`src/rtl/sw_debounce.sv`:
```
// rtl/sw_debounce.sv - synchronizer plus whole-vector debouncer for board switches
// Optional build macro SW_DEBOUNCE_EDGE_EN adds per-bit rise/fall strobes.
module sw_debounce #(
    parameter int WIDTH       = 32,
    parameter int SYNC_STAGES = 2,
    parameter int DB_CYCLES   = 500000
) (
    input  logic             i_clk,
    input  logic             rst_n,
    input  logic [WIDTH-1:0] i_sw_raw,
    output logic [WIDTH-1:0] o_sw,
    output logic             o_wren,
`ifdef SW_DEBOUNCE_EDGE_EN
    output logic [WIDTH-1:0] o_rise,
    output logic [WIDTH-1:0] o_fall,
`endif
    output logic             o_busy
);

    localparam int CNT_W = $clog2(DB_CYCLES + 1);
    localparam logic [CNT_W-1:0] CNT_LAST = CNT_W'(DB_CYCLES - 1);

    typedef enum logic {
        STABLE = 1'b0,
        COUNT  = 1'b1
    } state_t;

    logic [SYNC_STAGES-1:0][WIDTH-1:0] sync_chain_q;
    logic [WIDTH-1:0]                  sync_q;

    state_t           state_q, state_d;
    logic [WIDTH-1:0] cand_q, cand_d;
    logic [CNT_W-1:0] cnt_q, cnt_d;
    logic [WIDTH-1:0] sw_q, sw_d;
    logic             wren_q, wren_d;
    logic             busy_q, busy_d;
    logic [WIDTH-1:0] rise_q, rise_d;
    logic [WIDTH-1:0] fall_q, fall_d;

    // Plain flop chain; stage 0 may go metastable, later stages give it time to settle.
    always_ff @(posedge i_clk or negedge rst_n) begin
        if (!rst_n) begin
            sync_chain_q <= '0;
        end else begin
            sync_chain_q <= {sync_chain_q[SYNC_STAGES-2:0], i_sw_raw};
        end
    end

    assign sync_q = sync_chain_q[SYNC_STAGES-1];

    always_ff @(posedge i_clk or negedge rst_n) begin
        if (!rst_n) begin
            state_q <= STABLE;
            cand_q  <= '0;
            cnt_q   <= '0;
            sw_q    <= '0;
            wren_q  <= 1'b0;
            busy_q  <= 1'b0;
            rise_q  <= '0;
            fall_q  <= '0;
        end else begin
            state_q <= state_d;
            cand_q  <= cand_d;
            cnt_q   <= cnt_d;
            sw_q    <= sw_d;
            wren_q  <= wren_d;
            busy_q  <= busy_d;
            rise_q  <= rise_d;
            fall_q  <= fall_d;
        end
    end

    always_comb begin
        state_d = state_q;
        cand_d  = cand_q;
        cnt_d   = cnt_q;
        sw_d    = sw_q;
        wren_d  = 1'b0;
        rise_d  = '0;
        fall_d  = '0;
        case (state_q)
            STABLE: begin
                if (sync_q != sw_q) begin
                    cand_d  = sync_q;
                    cnt_d   = '0;
                    state_d = COUNT;
                end
            end
            COUNT: begin
                // Returning to the accepted value wins over everything, then any new change restarts timing.
                if (sync_q == sw_q) begin
                    cnt_d   = '0;
                    state_d = STABLE;
                end else if (sync_q != cand_q) begin
                    cand_d = sync_q;
                    cnt_d  = '0;
                end else if (cnt_q == CNT_LAST) begin
                    sw_d    = cand_q;
                    wren_d  = 1'b1;
                    rise_d  = cand_q & ~sw_q;
                    fall_d  = ~cand_q & sw_q;
                    cnt_d   = '0;
                    state_d = STABLE;
                end else begin
                    cnt_d = cnt_q + CNT_W'(1);
                end
            end
            default: begin
                cnt_d   = '0;
                state_d = STABLE;
            end
        endcase
        busy_d = (state_d == COUNT);
    end

    assign o_sw   = sw_q;
    assign o_wren = wren_q;
    assign o_busy = busy_q;

`ifdef SW_DEBOUNCE_EDGE_EN
    assign o_rise = rise_q;
    assign o_fall = fall_q;
`else
    logic unused_edge;
    assign unused_edge = ^{rise_q, fall_q};
`endif

endmodule

```
`config.mk`:
```
export PLATFORM = sky130hd
export DESIGN_NAME = sw_debounce
export DESIGN_NICKNAME = d
export VERILOG_FILES = /design/src/rtl/sw_debounce.sv
export SDC_FILE = /design/constraint.sdc
export NUM_CORES = 1
export LEC_CHECK = 0
export ABC_AREA = 0
export CAP_MARGIN = 20
export CORE_ASPECT_RATIO = 0.8
export CORE_UTILIZATION = 60
export DETAILED_ROUTE_END_ITERATION = 8
export PLACE_DENSITY_LB_ADDON = 0.25
export SETUP_SLACK_MARGIN = 0.2
export SYNTH_ARGS = -nofsm -noshare
export SYNTH_HDL_FRONTEND = slang
export SYNTH_SLANG_ARGS = --single-unit
export TNS_END_PERCENT = 10
```
`constraint.sdc`:
```
create_clock -name i_clk -period 7 [get_ports i_clk]
set_input_delay 1.4 -clock i_clk [delete_from_list [all_inputs] [get_ports i_clk]]
set_output_delay 1.4 -clock i_clk [all_outputs]
set_load 0.02 [all_outputs]
```
# [Word-level counts from Yosys, hierarchy flattened]
# Index checks and enable logic that the tools add are counted.
# W data, S select, Z words.
[classes] n_addsub=1 n_eq_ne=7 n_mux=18 bitwise_logic=3 reduce_logical=2
[op_table] operator="$mux W32" count=3
[op_table] operator="$mux W19" count=4
[op_table] operator="$ne A32 B32 Y1" count=2
[op_table] operator="$pmux W32 S2" count=1
[op_table] operator="$pmux W19 S2" count=1
[op_table] operator="$eq A32 B32 Y1" count=1
[op_table] operator="$add A19 B1 Y19 const B" count=1
[op_table] operator="$eq A19 B19 Y1 const B" count=1
[op_table] operator="$mux W1" count=8
[op_table] operator="$ne A2 B2 Y1 const B" count=2
[op_table] operator="$reduce_and A4 Y1" count=1
[op_table] operator="$not A1 Y1" count=3
[op_table] operator="$reduce_and A3 Y1" count=1
[op_table] operator="$ne A2 B1 Y1 const B" count=1
[op_table] operator="$pmux W1 S2" count=1
[totals] ff_bits=149 input_bits=34 out_inout_bits=34 word_cells=38

# [Longest topological paths before layout]
# Gate-level depths: netlist of the first run.
[logic_depth] ltp_word=5 ltp_mapped=8 ltp_nobuf=7

# [Least setup slack after synthesis of the first run]
# Ideal clock, no wire load.
[synth_timing] path_type="register to register" startpoint="reg sw_q[9] (netlist: o_sw[9])" endpoint="reg cand_q[20]" setup_ns=0.125 arrival_ns=2.071 t_required_ns=6.875 path_slack_ns=4.804 path_stages_with_launch=7 path_buffers=1 period_less_slack_ns=2.196 cell_sequence="dfrtp_1 > xor2_1 > nor4_1 > nand4_1 > o21ai_2 > buf_2 > mux2_2"
[synth_via] elab_chain_cells=3 word_cells_on_any_way=5 cone_classes="eq/ne (4); reduce/logical (1)"
[synth_lines] element="start: declaration" line="34" text="logic [WIDTH-1:0] sw_q, sw_d;"
[synth_lines] element="start signal: assignment" line="65" text="sw_q <= sw_d;"
[synth_lines] element="$ne A32 B32 Y1 / $eq A32 B32 Y1 (equally long branches)" line="83, 91"
[synth_lines] element="$ne A2 B2 Y1 (no line)"
[synth_lines] element="$reduce_and A3 Y1 (no line) (*)"
[synth_lines] element="end signal: assignment" line="63" text="cand_q <= cand_d;"
[synth_lines] element="end: declaration" line="32" text="logic [WIDTH-1:0] cand_q, cand_d;"
# Every way passes the cells marked *; elsewhere a longest branch is shown, timed or not.
# A chain may end at the register's enable or synchronous reset.

# [Worst setup path in the final report of the first run]
[layout_timing] startpoint="reg cand_q[7]" endpoint="reg cand_q[0]"
[layout_via] elab_chain_cells=3
[layout_lines] element="$ne A32 B32 Y1" line="94" text="end else if (sync_q != cand_q) begin"
[layout_lines] element="$ne A2 B1 Y1 (no line)"
[layout_lines] element="$reduce_and A3 Y1 (no line)"
# No other way between the ends.

==> results.py, run 1 <==
metrics = {
    "yosys": {
        "synth-seq-area-share_pct": 62.8,
        "async_flop_share_pct": 100,
        "synth.cell_area_um2": 5940,
        "ys.flop_type": "dfrtp_1",
        "syn_inst": 428,
        "synth.avg_cell_area_um2": 13.9,
        "yosys_warnings": 0,
        "ys_ff_latch": 149,
        "synth_area_leaders": "dfrtp_1, mux2_1, xor2_1, xnor2_1, mux2_2",
        "synth_top_area_share_pct": 62.8,
        "synth-edff-count": 0,
        "synth.distinct_cells": 37,
        "yosysTopAreaCell": "dfrtp_1",
        "syn_nets": 463,
    },
    "sta": {
        "worst_slew_pin_slew_ps": 960,
        "setup_violations": 0,
        "fin_setup_tns_ps": 0,
        "post-route-period-util_pct": 48.0,
        "slew_viol_final": 0,
        "fmax_ghz": 0.298,
        "setup_ws_ps": 3640,
        "max_slew_margin_pct": 36.0,
        "period_minus_slack_ps": 3360,
        "rsz0062_at_grt": "no",
        "finalHoldViolCount": 0,
        "clock_skew_ps": 8.28,
    },
    "finish": {
        "area_delta_synth_final_pct": 24.4,
        "nNetsFinal": 540,
        "final_common_cell": "dfrtp_1",
        "fill_cells": 588,
        "drive_above_1_share_pct": 13.1,
        "layout_common_cells": "dfrtp_1, clkdlybuf4s50_1, mux2_1, xor2_1, xnor2_1",
        "diodes": 0,
    },
    "clock_network": {
        "numClockSinks": 149,
        "clk_pin_slew_worst_paths_ps": 60,
        "clockBufferDepth": 2,
        "cts_tree": "yes",
        "post_cts_resized": 0,
        "cts_hold_buf": 0,
        "htree_num_levels": 4,
        "cts_setup_buffers": 0,
        "cts_buffers": 17,
        "cts_root_buf": "clkbuf_16",
        "insertion_delay_ps": 410,
    },
    "worst_setup_path": {
        "end_kind": "register",
        "crit_type": "reg2reg",
        "crit_fanout": 25,
        "arrival_ps": 3660,
        "worstSetupStartpointType": "register",
        "crit_required_ps": 7300,
    },
    "pwr": {
        "ir_drop_uv": 193,
        "power_density_nw_per_um2": 267,
        "p_leak_uw": 0.00327,
    },
    "global_routing": {
        "grtUsageTotal_pct": 24.7,
        "grt_pass1_wl_mm": 18.9,
        "first_global_vias": 3760,
        "antenna_found_initial": 0,
        "gr-total-overflow": 0,
        "grt_max_degree": 78,
    },
    "floorplanning": {
        "rows": 32,
        "die_x_um": 113,
        "fp.dieH_um": 91.0,
        "fp.coreArea_um2": 9650,
        "pin_count": 68,
        "start_util_pct": 61.6,
        "dieArea_um2": 10300,
    },
    "detailed_routing": {
        "routed_wl_mm": 11.4,
        "avgViaCountPerCell": 5.49,
        "ant_nets": 0,
        "drc": 0,
        "vias": 3593,
        "wl_per_cell_um": 17.4,
        "drt-pass1-iter-count": 4,
        "drt-initial-drc-count": 202,
    },
    "placed_design": {
        "pre_cts_ws_ps": 3680,
        "hpwl_mm": 7.45,
        "place.gp.congestion": 0.789,
        "io_buffers": 67,
    },
    "hold_path": {
        "hold_path_class": "reg2reg",
    },
    "outcome": {
        "status": "complete, no violations",
    },
    "run": {
        "maxCapViolCount": 0,
    },
}
layer usage:
layer | track usage, % | up-vias | routed length [µm]
li1 | - | 1682 | -
met1 | 34.4 | 1812 | 5240
met2 | 38.3 | 87 | 5490
met3 | 7.48 | 12 | 570
met4 | 6.58 | 0 | 108
met5 | 0 | - | 0
stage by stage:
| step | util, % | cells | hold slack (ps) | instance area (µm²) | power, µW |
|---|---|---|---|---|---|
| 4_1_cts | 76.5 | 653 | 348 | 7380 | 1990 |
| 5_1_grt | 76.6 | 654 | 354 | 7390 | 2030 |
| 3_5_place_dp | 69.8 | 621 | 336 | 6730 | 1000 |
| 2_1_floorplan | - | 428 | 331 | 5940 | 952 |
| 6_report | 76.6 | 654 | 347 | 7390 | 1970 |
| 3_3_place_gp | 69.8 | 621 | 332 | 6730 | 998 |
worst max-delay path, cell delays in order (launching register included):
cell	delay (ps)
dfrtp_1	420
xnor2_1	260
nand4_1	160
nor4_1	300
nand3_1	700
o21ai_2	630
buf_4	390
mux2_2	380
Yosys cell counts, drive strengths merged, types with 6 or more instances:
master	n
xor2	34
buf	10
nor3	12
nand2	20
nor4	11
a2111oi	7
o21ai	9
nor2	10
mux2	64
dfrtp	149
a21o	9
or3	10
xnor2	30
nand3	7
a221o	6
nand4	13
state kept, by name, summed over array words and instances (netlist names):
register / flops
cand_q: 32
o_sw: 32
sync_chain_q: 32
sync_q: 32
cnt_q: 19
o_busy: 1
o_wren: 1
final timing paths:
check	slack [ps]	from	end	depth (start not counted)
max	3640	cand_q[7]	cand_q[0]	7
min	350	sync_chain_q[5]	sync_q[5]	0
max reg2reg	3640	cand_q[7]	cand_q[0]	7
min reg2reg	350	sync_chain_q[5]	sync_q[5]	0
max in group asynchronous	4630	rst_n	sync_q[18]	2
min in group asynchronous	980	rst_n	sync_chain_q[2]	1
cell type report:
type / count / area, µm² / area share (%)
clock inverters: 12 / 200 / 2.71
clock buffers: 20 / 447 / 6.04
flip-flops and latches: 149 / 3730 / 50.4
multi-input cells: 261 / 2110 / 28.6
inverters: 3 / 11.3 / 0.152
well taps: 136 / 170 / 2.30
repair buffers: 73 / 721 / 9.75
cell families after synthesis:
group / share of synthesized area, %
AO/OA/AOI/OAI: 4.80
XOR/XNOR: 9.43
adder cells (fa/ha/maj): 0.211
buffers and inverters: 1.66
flip-flops: 62.8
multiplexers: 12.1
AND/OR/NAND/NOR: 9.01
power breakdown:
part           switching [µW]  internal, µW
combinational            34.0          39.0
clock                     343           643
sequential               22.6           890
total                     399          1570
(Power assumes the default switching activity.)
==> inputs of run 2 (changes only) <==
--- a/config.mk
+++ b/config.mk
@@ -8,7 +8,7 @@
 export ABC_AREA = 0
 export CAP_MARGIN = 20
 export CORE_ASPECT_RATIO = 0.8
-export CORE_UTILIZATION = 60
+export CORE_UTILIZATION = 56
 export DETAILED_ROUTE_END_ITERATION = 8
 export PLACE_DENSITY_LB_ADDON = 0.25
 export SETUP_SLACK_MARGIN = 0.2
==> constraint.sdc (replaced) <==
create_clock -name i_clk -period 3.3 [get_ports i_clk]
set_input_delay 0.66 -clock i_clk [delete_from_list [all_inputs] [get_ports i_clk]]
set_output_delay 0.66 -clock i_clk [all_outputs]
set_load 0.02 [all_outputs]
==> run 2 against run 1 <==
Fmax is 21% higher. Combinational power is 120% higher. Sequential power is 110% higher. Critical path type unchanged. Critical endpoint is now o_sw[1]. Largest cell class unchanged. Highest routed layer unchanged.
==> results.py, run 2 (synthesized netlist as in run 1, its figures left out) <==
metrics = {
    "worst_setup_path": {
        "arrival_ps": 3080,
        "worstSetupStartpointType": "register",
        "path_buf_inv": 1,
        "max_stage_delay_ps": 490,
        "cp_cell_sequence": "xor2_1, nor4_1, nand4_1, nor2_1, or3_1, buf_12, mux2_1",
        "crit_type": "reg2reg",
        "cpLargestDelayFamily": "simple AND/OR/NAND/NOR gates",
        "end_kind": "register",
        "crit_fanout": 24,
        "slowest_stage": "nor4_1",
        "crit_required_ps": 3590,
    },
    "global_routing": {
        "first_global_vias": 3771,
        "antenna_found_initial": 0,
        "gr-total-overflow": 0,
        "grtUsageTotal_pct": 24.5,
        "grt_max_degree": 69,
        "grt_pass1_wl_mm": 19.5,
    },
    "sta": {
        "rsz0062_at_grt": "no",
        "worst_slew_pin_slew_ps": 718,
        "period_minus_slack_ps": 2790,
        "finalHoldViolCount": 0,
        "setup_ws_ps": 513,
        "fin_setup_tns_ps": 0,
        "clock_skew_ps": 10.1,
        "slew_viol_final": 0,
        "post-route-period-util_pct": 84.5,
        "setup_violations": 0,
        "fmax_ghz": 0.359,
        "max_slew_margin_pct": 51.7,
    },
    "floorplanning": {
        "die_x_um": 117,
        "start_util_pct": 57.8,
        "fp.dieH_um": 94.1,
        "rows": 33,
        "pin_count": 68,
        "dieArea_um2": 11000,
        "fp.coreArea_um2": 10300,
    },
    "clock_network": {
        "htree_num_levels": 4,
        "cts_setup_buffers": 0,
        "clk_pin_slew_worst_paths_ps": 60,
        "cts_hold_buf": 0,
        "cts_root_buf": "clkbuf_16",
        "numClockSinks": 149,
        "post_cts_resized": 0,
        "cts_tree": "yes",
        "cts_buffers": 17,
        "insertion_delay_ps": 410,
        "clockBufferDepth": 2,
    },
    "pwr": {
        "ir_drop_uv": 385,
        "p_leak_uw": 0.00327,
        "power_uw": 4040,
        "power_density_nw_per_um2": 546,
    },
    "detailed_routing": {
        "ant_nets": 0,
        "wl_per_cell_um": 17.8,
        "drc": 0,
        "drt-pass1-iter-count": 4,
        "drt-initial-drc-count": 206,
        "routed_wl_mm": 11.8,
        "vias": 3614,
        "avgViaCountPerCell": 5.46,
    },
    "run": {
        "maxCapViolCount": 0,
    },
    "placed_design": {
        "hpwl_mm": 8.07,
        "pre_cts_ws_ps": 529,
        "place.gp.congestion": 0.831,
        "placed_area_um2": 6790,
        "io_buffers": 67,
    },
    "finish": {
        "final_common_cell": "dfrtp_1",
        "fin_area_um2": 7390,
        "diodes": 0,
        "nNetsFinal": 544,
        "area_delta_synth_final_pct": 24.4,
        "regArea_um2": 3730,
        "fill_cells": 682,
        "drive_above_1_share_pct": 13.6,
        "layout_common_cells": "dfrtp_1, clkdlybuf4s50_1, mux2_1, xor2_1, xnor2_1",
        "multiInputGateArea_um2": 2110,
    },
    "hold_path": {
        "hold_path_class": "in2async",
    },
    "outcome": {
        "status": "complete, no violations",
    },
}
run 2: layer usage:
layer,part of all wire [%],vias up,GRT usage (%)
met1,46,1816,33.9
met3,5.3,10,6.00
met4,1.6,0,11.2
li1,-,1687,-
met2,47,101,36.6
met5,0,-,0
run 2: area by class of cell:
type / instances / area share (%)
inverters: 3 / 0.152
repair buffers: 77 / 10.3
clock inverters: 11 / 2.03
well taps: 140 / 2.37
clock buffers: 21 / 6.10
multi-input cells: 261 / 28.6
flip-flops and latches: 149 / 50.5
run 2: metrics by stage:
step | util (%) | instances | hold slack [ps]
6_report | 71.9 | 662 | 229
5_1_grt | 71.9 | 662 | 281
4_1_cts | 71.9 | 662 | 257
3_5_place_dp | 66.0 | 630 | 335
3_3_place_gp | 66.0 | 630 | 331
2_1_floorplan | - | 428 | 331
run 2: final timing paths:
path	startpoint	end	slack [ps]	cells past startpoint
setup / recovery	sync_q[23]	o_sw[1]	510	7
hold / removal	rst_n	sync_chain_q[2]	230	1
setup reg to reg	sync_q[23]	o_sw[1]	510	7
hold reg to reg	sync_chain_q[27]	sync_q[27]	340	0
max in group asynchronous	rst_n	sync_chain_q[20]	2180	2
min in group i_clk	sync_chain_q[27]	sync_q[27]	340	0
run 2: worst reg2reg max path, stage by stage (launching register included):
cell	delay [ps]
dfrtp_1	410
xor2_1	170
nor4_1	490
nand4_1	310
nor2_1	210
or3_1	440
buf_12	260
mux2_1	370
run 2: power breakdown:
group	internal, µW	switching, µW
Combinational	84.4	73.2
Sequential	1890	48.8
Clock	1210	730
==> inputs of run 3 (changes only) <==
--- a/config.mk
+++ b/config.mk
@@ -8,7 +8,7 @@
 export ABC_AREA = 0
 export CAP_MARGIN = 20
 export CORE_ASPECT_RATIO = 0.8
-export CORE_UTILIZATION = 56
+export CORE_UTILIZATION = 50
 export DETAILED_ROUTE_END_ITERATION = 8
 export PLACE_DENSITY_LB_ADDON = 0.25
 export SETUP_SLACK_MARGIN = 0.2
==> constraint.sdc (replaced) <==
create_clock -name i_clk -period 2.46 [get_ports i_clk]
set_input_delay 0.492 -clock i_clk [delete_from_list [all_inputs] [get_ports i_clk]]
set_output_delay 0.492 -clock i_clk [all_outputs]
set_load 0.02 [all_outputs]
==> run 3 against run 2 <==
Cell area rose by 4.5%. Sequential share of layout area decreased by 2.2 points. Critical path depth rose by 1. Cell count increased by 3.8%. Clock power increased by 28%. Global-route usage fell by 3.0 points. Via count rose by 2.5%. Largest cell class unchanged.
==> results.py, run 3 (synthesized netlist as in run 1, its figures left out) <==
metrics = {
    "global_routing": {
        "antenna_found_initial": 0,
        "grtUsageTotal_pct": 21.6,
        "grt_pass1_wl_mm": 19.7,
        "gr-total-overflow": 0,
        "first_global_vias": 3807,
        "grt_max_degree": 87,
    },
    "detailed_routing": {
        "avgViaCountPerCell": 5.39,
        "ant_nets": 0,
        "drt-initial-drc-count": 197,
        "drt-pass1-iter-count": 4,
        "vias": 3703,
        "routed_wl_mm": 12.5,
        "drc": 0,
        "wl_per_cell_um": 18.2,
    },
    "sta": {
        "post-route-period-util_pct": 99.2,
        "period_minus_slack_ps": 2440,
        "slew_viol_final": 0,
        "hold_slack_ps": 348,
        "setup_violations": 0,
        "rsz0062_at_grt": "yes",
        "clock_skew_ps": 8.24,
        "fmax_ghz": 0.410,
        "max_slew_margin_pct": 65.5,
        "fin_setup_tns_ps": 0,
        "worst_slew_pin_slew_ps": 516,
        "finalHoldViolCount": 0,
    },
    "finish": {
        "diodes": 0,
        "final_common_cell": "dfrtp_1",
        "area_delta_synth_final_pct": 30.0,
        "nNetsFinal": 561,
        "fill_cells": 856,
        "layout_common_cells": "dfrtp_1, clkdlybuf4s50_1, mux2_1, xor2_1, xnor2_1",
        "drive_above_1_share_pct": 18.7,
    },
    "floorplanning": {
        "fp.dieH_um": 99.5,
        "rows": 35,
        "die_x_um": 124,
        "dieArea_um2": 12300,
        "start_util_pct": 51.4,
        "fp.coreArea_um2": 11600,
        "pin_count": 68,
    },
    "worst_setup_path": {
        "end_kind": "register",
        "max_stage_delay_ps": 410,
        "crit_type": "reg2reg",
        "arrival_ps": 2740,
        "reg2reg_to": "o_sw[13]",
        "worstRegToRegCells": 8,
        "cpLargestDelayFamily": "simple AND/OR/NAND/NOR gates",
        "r2r_start": "sync_q[2]",
        "path_buf_inv": 2,
        "slowest_stage": "dfrtp_1",
        "cp_cell_sequence": "xor2_1, nor4_1, buf_4, nand4_1, nor2_2, or3_4, clkbuf_16, mux2_1",
        "crit_required_ps": 2760,
        "r2r_slack_ps": 20,
        "worstSetupStartpointType": "register",
        "crit_fanout": 10,
    },
    "clock_network": {
        "cts_tree": "yes",
        "htree_num_levels": 4,
        "cts_buffers": 17,
        "clk_pin_slew_worst_paths_ps": 60,
        "cts_root_buf": "clkbuf_16",
        "clockBufferDepth": 2,
        "numClockSinks": 149,
        "insertion_delay_ps": 420,
    },
    "run": {
        "maxCapViolCount": 0,
    },
    "hold_path": {
        "hold_path_class": "reg2reg",
        "hold_depth": 0,
        "min_to": "sync_q[23]",
        "hp-start": "sync_chain_q[23]",
    },
    "placed_design": {
        "hpwl_mm": 8.02,
        "io_buffers": 67,
        "place.gp.congestion": 0.763,
    },
    "pwr": {
        "power_uw": 5300,
        "ir_drop_uv": 482,
        "power_density_nw_per_um2": 686,
        "p_leak_uw": 0.00343,
    },
    "outcome": {
        "status": "complete, no violations",
    },
}
[run 3: changes by cell type in the layout (fill, tap and decap cells not counted), moves of 4 or more]
cell / change
mux2_4: +7
buf_12: +6
inv_8: +5
mux2_2: -5
buf_4: +4
inv_6: +4
[run 3: what timing repair did]
item,CTS,global route
endpoints found under the hold margin,39,0
setup buffers,2,3
setup endpoints to repair,64,83
gates cloned,0,3
hold buffers,1,0
pin swaps,4,6
gates resized for setup,6,17
[run 3: final cells by class]
type	instances	area [µm²]	share of cell area, %
Inverter	3	11.3	0.146
Clock inverter	14	130	1.68
Sequential cell	149	3730	48.3
Multi-Input combinational cell	261	2200	28.5
Clock buffer	18	439	5.69
Timing Repair Buffer	94	1030	13.3
Tap cell	148	185	2.40
[run 3: layer usage]
metal / track usage, % / share of wire, % / vias up
li1: - / - / 1736
met1: 30.3 / 47 / 1874
met2: 33.3 / 49 / 79
met3: 5.10 / 3.5 / 14
met4: 6.67 / 1.2 / 0
met5: 0 / 0 / -
[run 3: power breakdown]
part	switching [µW]	total (µW)	internal (µW)
clock network	1110	2480	1370
registers	65.8	2600	2530
logic	102	226	124
[run 3: worst max path at each step]
stage / start / endpoint / cells after the start
final: sync_q[2] / o_sw[13] / 8
after global routing: sync_q[2] / o_sw[13] / 8
after CTS: sync_q[2] / cand_q[28] / 7
after detailed placement: sync_q[7] / o_sw[11] / 7
after global placement: sync_q[23] / o_sw[11] / 8
after floorplan: o_sw[9] / cand_q[20] / 6
[run 3: metrics by stage]
step / area, µm² / std cells / worst slack, ps / util [%]
2_1_floorplan: 5940 / 428 / 264 / -
3_3_place_gp: 6910 / 646 / 154 / 59.8
3_5_place_dp: 6910 / 646 / 104 / 59.8
4_1_cts: 7540 / 681 / 175 / 65.2
5_1_grt: 7720 / 687 / -50.6 / 66.8
6_report: 7720 / 687 / 20.2 / 66.8
